--- src/rtl/hole_hit_detector.sv ---
// Per-ball hole-overlap counter; decides pocketed balls at each frame
// boundary and holds them pending until the game controller acknowledges.
module hole_hit_detector #(
  parameter int unsigned NUM_BALLS     = 16,
  parameter int unsigned CNT_W         = 10,
  parameter int unsigned HIT_THRESHOLD = 40
) (
  input  logic                 clk,
  input  logic                 rst,
  input  logic                 startOfFrame,
  input  logic                 drawingRequestHole,
  input  logic [NUM_BALLS-1:0] drawingRequestBalls,
  input  logic [NUM_BALLS-1:0] ballActive,
  input  logic                 sunkAck,
  output logic [NUM_BALLS-1:0] sunkMask,
  output logic                 sunkValid,
  output logic                 cueSunk,
  output logic                 frameDone
);

  localparam logic [CNT_W-1:0] CNT_MAX = {CNT_W{1'b1}};
  localparam logic [CNT_W-1:0] THR     = CNT_W'(HIT_THRESHOLD);

  typedef enum logic {
    SYNC  = 1'b0,
    ACCUM = 1'b1
  } state_e;

  state_e                 state_q, state_d;
  logic [CNT_W-1:0]       cnt_q [NUM_BALLS];
  logic [CNT_W-1:0]       cnt_d [NUM_BALLS];
  logic [NUM_BALLS-1:0]   mask_q, mask_d;
  logic                   valid_q, valid_d;
  logic                   cue_q, cue_d;
  logic                   frame_done_q, frame_done_d;

  logic [NUM_BALLS-1:0]   ov;
  logic [NUM_BALLS-1:0]   hit;
  logic                   eval;
  logic                   ack_eff;

  // Next-state: frame sync, overlap counting, evaluation and pending mask.
  always_comb begin
    state_d      = state_q;
    cnt_d        = cnt_q;
    mask_d       = mask_q;
    frame_done_d = 1'b0;
    hit          = '0;
    eval         = 1'b0;
    ov           = drawingRequestBalls & ballActive & {NUM_BALLS{drawingRequestHole}};
    ack_eff      = sunkAck & valid_q;

    case (state_q)
      SYNC: begin
        // Frame in progress at reset is partial: hold counters at zero.
        for (int i = 0; i < NUM_BALLS; i++) begin
          cnt_d[i] = '0;
        end
        if (startOfFrame) begin
          state_d = ACCUM;
          for (int i = 0; i < NUM_BALLS; i++) begin
            cnt_d[i] = ov[i] ? CNT_W'(1) : '0;
          end
        end
      end
      ACCUM: begin
        if (startOfFrame) begin
          eval         = 1'b1;
          frame_done_d = 1'b1;
          for (int i = 0; i < NUM_BALLS; i++) begin
            hit[i]   = ballActive[i] & (cnt_q[i] >= THR);
            // The startOfFrame pixel already belongs to the new frame.
            cnt_d[i] = ov[i] ? CNT_W'(1) : '0;
          end
        end else begin
          for (int i = 0; i < NUM_BALLS; i++) begin
            if (ov[i] && (cnt_q[i] != CNT_MAX)) begin
              cnt_d[i] = cnt_q[i] + CNT_W'(1);
            end
          end
        end
      end
      default: state_d = SYNC;
    endcase

    // An ack coinciding with an evaluation must not drop the new hits.
    if (eval && ack_eff) begin
      mask_d = hit;
    end else if (ack_eff) begin
      mask_d = '0;
    end else if (eval) begin
      mask_d = mask_q | hit;
    end

    valid_d = |mask_d;
    cue_d   = mask_d[0];
  end

  // State, counters and registered outputs.
  always_ff @(posedge clk) begin
    if (rst) begin
      state_q      <= SYNC;
      mask_q       <= '0;
      valid_q      <= 1'b0;
      cue_q        <= 1'b0;
      frame_done_q <= 1'b0;
      for (int i = 0; i < NUM_BALLS; i++) begin
        cnt_q[i] <= '0;
      end
    end else begin
      state_q      <= state_d;
      mask_q       <= mask_d;
      valid_q      <= valid_d;
      cue_q        <= cue_d;
      frame_done_q <= frame_done_d;
      for (int i = 0; i < NUM_BALLS; i++) begin
        cnt_q[i] <= cnt_d[i];
      end
    end
  end

  assign sunkMask  = mask_q;
  assign sunkValid = valid_q;
  assign cueSunk   = cue_q;
  assign frameDone = frame_done_q;

endmodule

--- config.mk ---
export PLATFORM = sky130hd
export DESIGN_NAME = hole_hit_detector
export DESIGN_NICKNAME = d
export VERILOG_FILES = /design/src/rtl/hole_hit_detector.sv
export SDC_FILE = /design/constraint.sdc
export NUM_CORES = 1
export LEC_CHECK = 0
export BUFFER_PORTS_ARGS = -buffer_cell sky130_fd_sc_hd__buf_2
export CELL_PAD_IN_SITES_DETAIL_PLACEMENT = 1
export CELL_PAD_IN_SITES_GLOBAL_PLACEMENT = 1
export CORE_MARGIN = 2
export CORE_UTILIZATION = 45
export CTS_CLUSTER_SIZE = 20
export DETAILED_ROUTE_END_ITERATION = 8
export GPL_TIMING_DRIVEN = 1
export PLACE_DENSITY_LB_ADDON = 0.15
export SKIP_LAST_GASP = 1
export SYNTH_ARGS = -nofsm -noshare
export SYNTH_HDL_FRONTEND = slang
export SYNTH_SLANG_ARGS = --single-unit
--- constraint.sdc ---
create_clock -name clk -period 5.2 [get_ports clk]
set_input_delay 0 -clock clk [delete_from_list [all_inputs] [get_ports clk]]
set_output_delay 0 -clock clk [all_outputs]
set_load 0.02 [all_outputs]
Word-level counts from Yosys, hierarchy flattened. Index checks and enable logic that the tools add are counted.

Flip-flop bits (word level): 180. Output and inout port bits: 19. Logic and storage cells: 167.

Add/sub/neg operators: 16. Magnitude comparators: 16. Eq/ne operators: 32. Multiplexer cells: 43. Bitwise operators: 21. Reductions and logical operators: 18.

Operator list (number): one-hot mux 160 bit (2 select lines) (1); adder 10 x 1 -> 10 bit, second input constant (16); >= comparator 10 x 6 -> 1 bit, second input constant (16); two-way mux 10 bit (16); two-way mux 160 bit (1); inequality test 10 bit, second input constant (16); two-way mux 151 bit (1); two-way mux 16 bit (5); inequality test 3 x 2 -> 1 bit, second input constant (16); bitwise AND 16 bit (2); two-way mux 1 bit (19); bitwise AND 1 bit (17); logical AND 1 bit (17); bitwise OR 16 bit (1); OR reduction 16 bit (1); NOT 1 bit (1).

Logic depth before layout (Yosys ltp).
Depth in word-level cells: 9. Mapped depth: 8. Gate-level depth less buffers: 6.

Least setup slack after synthesis. Ideal clock, no wire load.

Path kind: reg-to-reg. Start point: register cnt_q[110] in the netlist's numbering. End point: register cnt_q[115] in the netlist's numbering. Library setup time: 117 ps. Arrival time: 1520 ps. Setup slack: 3563 ps. Cell stages (with the launch flop): 8. Path buffers: 1. Cells stage by stage: dfxtp_1 > ha_1 > and3_1 > a41o_1 > buf_2 > nor3_1 > xnor2_1 > nor2_1.

Longest elaborated chain between the ends: 4. Elaborated cells on any way between the ends: 7. Classes of those cells: add/sub: 1; eq/ne: 2; mux: 3; reduce/logical: 1.

RTL lines: from (decl) (RTL line 30) `logic [CNT_W-1:0] cnt_q [NUM_BALLS];`; from (signal, indexed assignment) (RTL line 117) `cnt_q[i] <= cnt_d[i];`; adder 10 x 1 -> 10 bit (RTL line 78) `cnt_d[i] = cnt_q[i] + CNT_W'(1);`; two-way mux 10 bit (RTL line 77) `if (ov[i] && (cnt_q[i] != CNT_MAX)) begin`; two-way mux 160 bit (RTL line 67) `if (startOfFrame) begin`; one-hot mux 160 bit (2 select lines) (RTL line 53) `case (state_q)`.

Several ways; a longest one is shown, not always the timed one. The select of a mux whose other input is x is not followed. A chain may end at the register's enable or synchronous reset.

Final worst setup path.
Start point: register state_q. End point: register cnt_q[59] in the netlist's numbering.

Longest elaborated chain between the ends: 2. Elaborated cells on any way between the ends: 3. Classes of those cells: eq/ne: 1; mux: 1; bitwise: 1.

RTL lines: from (decl) (RTL line 29) `state_e state_q, state_d;`; from (signal assigned) (RTL line 111) `state_q <= state_d;`; NOT 1 bit; one-hot mux 160 bit (2 select lines) (RTL line 53).

Several ways; a longest one is shown, not always the timed one.

==> impl_metrics.csv <==
group,metric,value,unit
run_status,status,"completed",
yosys,ys.flop_type,"dfxtp_1",
pwr,ir_drop,238,uV
global_routing,grt_pass1_vias,7394,
yosys,yosysTopAreaCellShare,40.5,%
sta,finClkSkew,0.00807,ns
sta,tightest_slew,1.15,ns
routing,wl_per_cell,16.6,um
sta,fmax,334,MHz
pwr,seqPwrFrac,47.6,%
setup_path,crit_path_max_incr_delay,0.89,ns
yosys,asyncSetResetFlopFracSynth,0,%
routing,met2_length,10900,um
cts,ctsResizeCount,0,
global_routing,grt_max_degree,59,
pwr,sw_frac_of_total,22.3,%
final_layout,n_fill_cell,2376,
setup_path,crit_required,5.58,ns
cts,cts.htree.levels,4,
sta,slew_headroom,22.9,%
global_routing,grt_pass1_wl,37900,um
global_routing,antenna_found_initial,0,
yosys,yosys-top-cells-area,"dfxtp_1 (40%), nor2_1 (6.7%), xor2_1 (6.5%)",
final_layout,multi_input_area,4880,um2
pwr,p_clk_share,48.4,%
sta,period_minus_slack,2.99,ns
final_layout,drive_above_1_share,8.97,%
yosys,ys_ff_latch,179,
routing,drc_errors,0,
cts,path_clk_slew,0.07,ns
die,die_y,144,um
sta,hold_violations,0,
sta,timing.final.crit_share,57.5,%
global_routing,grt_overflow,0,
cts,clkLatencyLatePin,0.43,ns
yosys,post-synth-top-count-cell,"dfxtp_1",
die,core.rowCount,51,
worst_hold_path,hp-class,"in -> reg",
setup_path,crit_chain,"nor2b_2 > nand2_4 > buf_4 > or4_1 > nand2_1",
routing,met1_length,11100,um
cts,root_buffer,"clkbuf_16",
cts,cts_setup_buffers,0,
job,drv_cap,0,
cts,cts_tree,"built",
place,dp_hpwl,15200,um
routing,wirelength,22900,um
setup_path,cp_slowest_cell,"nor2b_2",
setup_path,endpoint_kind,"flop",
setup_path,worstSetupStartpointType,"flop",
cts,ctsLongestPathBuffers,2,
sta,rsz0062_at_grt,"no",
yosys,synth_edf_count,0,
routing,met3_length,648,um
pwr,combPwrFrac,4.1,%
global_routing,grt_use_total,22.8,%
routing,drt_pre_antenna_iters,4,
yosys,ys_types,58,
cts,numCtsBuffers,17,
pwr,p_leak,3.50,nW
yosys,synthCells,1054,
setup_path,crit_path_max_fanout,58,
die,initial_core_util,45.7,%
routing,top_signal_layer_used,"met4",
yosys,synth-warning-count,0,
pwr,intPower,0.00226,W
final_layout,area.growth.synth_to_final,13.8,%
yosys,syn_area,8860,um2
routing,dr_total_vias,7654,
setup_path,cp_data_arrival_time,3.37,ns
final_layout,register_area,3580,um2
yosys,synth_largest_area_cell,"dfxtp_1",
pwr,p_switching,0.000649,W
place,port_buffers,55,
yosys,syn-num-nets,1123,
sta,setup-tns-final,0,ns
routing,drt_iter0_drc,320,
sta,holdWs,0.0277,ns
yosys,yosysSeqAreaShare,40.5,%
yosys,ys_top_cells_by_count,"dfxtp_1 (179), nor2_1 (158), nand2_1 (79)",
setup_path,crit_type,"reg -> reg",
cts,cts_sinks,179,
yosys,synth.avg_cell_area,8.40,um2
pwr,pwr_density_cell,289,nW/um2
die,core,19400,um2
die,io_pins,56,
cts,postCtsHoldBufs,20,
sta,slew_violations,0,
sta,setup_viol,0,
routing,vias_per_cell,5.55,
final_layout,fin_nets,1171,
die,die_area,20800,um2
die,die_w,144,um
place,place_congestion,0.802,
final_layout,n_antenna_cell,0,
routing,ant_nets,0,
==> cell usage in the layout, fill, tap and decap left out, types with 5 or more instances in the layout <==
cell           count
and2_1            13
a21oi_1           41
inv_1             40
o31ai_1            5
xor2_1            66
xnor2_1           40
nor4_1            23
and4_1            18
o211ai_1          13
a41oi_1            7
buf_2             55
o21ai_0           38
nand4_1           39
dfxtp_1          179
a31oi_1            6
nor2_1           158
ha_1              32
nor3_1            47
a2bb2oi_1          5
clkbuf_16         17
dlygate4sd3_1     20
and3_1            22
a32oi_1           15
nand2_1           78
nand3_1           57
or3_1             11
o2111ai_1          7
or4_1              6
==> registers in the layout, indices dropped and copies added (netlist names) <==
signal	flops
sunkValid	1
cnt_q	160
sunkMask	16
frameDone	1
state_q	1
==> power groups by stage <==
| stage | registers, W | logic, W | clock network (W) |
|---|---|---|---|
| after floorplan | 0.00141 | 0.0000728 | 0 |
| after CTS | 0.00139 | 0.000119 | 0.00144 |
| after global placement | 0.00142 | 0.000106 | 0 |
| after detailed placement | 0.00142 | 0.000107 | 0 |
| after global routing | 0.00139 | 0.000131 | 0.00150 |
| final | 0.00139 | 0.000118 | 0.00141 |
==> final timing paths <==
check / to / cells past startpoint / startpoint / slack (ns)
max: cnt_q[59] / 5 / state_q / 2.21
min: sunkMask[8] / 3 / ballActive[8] / 0.03
max reg2reg: cnt_q[59] / 5 / state_q / 2.21
min reg2reg: cnt_q[71] / 2 / cnt_q[71] / 0.49
==> cells by family (layout without fill, tap and decap cells) <==
group,count (synthesis),count (layout),share of synthesized area (%)
and+or+nand+nor,483,483,27.0
DFF,179,179,40.5
AOI/OAI and AO/OA,165,165,12.8
xor gates and xnor gates,106,106,10.5
buffers and inverters,88,149,4.58
adders and majority gates,32,32,4.52
muxes,1,1,0.113
==> critical path, delay by kind of cell (launching register included) <==
kind,cells,cell delay (ns)
flops,1,0.51
buf+inv,1,0.46
simple gates,4,1.96
==> metrics by stage <==
step	power, W	worst slack (ns)	cell area [um2]	utilization [%]	cells
finish	0.00291	2.21	10100	52.0	1380
global route	0.00302	1.94	10100	52.0	1380
CTS	0.00294	2.07	10100	52.0	1380
detailed placement	0.00152	2.14	9240	47.6	1328
global placement	0.00152	2.19	9240	47.6	1328
floorplan	0.00149	3.56	8860	-	1054
==> metal layers <==
layer / global-route usage [%] / vias up
li1: - / 3840
met5: 0 / -
met3: 3.61 / 13
met1: 31.0 / 3694
met4: 5.42 / 0
met2: 38.0 / 107
==> layout make-up <==
| class | count | share of cell area, % |
|---|---|---|
| clock buffer | 21 | 4.67 |
| clock inverter | 11 | 1.71 |
| inverter | 40 | 1.49 |
| multi-input combinational | 787 | 48.4 |
| sequential | 179 | 35.6 |
| tap | 265 | 3.29 |
| timing repair buffer | 77 | 4.87 |
(Power assumes the default switching activity.)
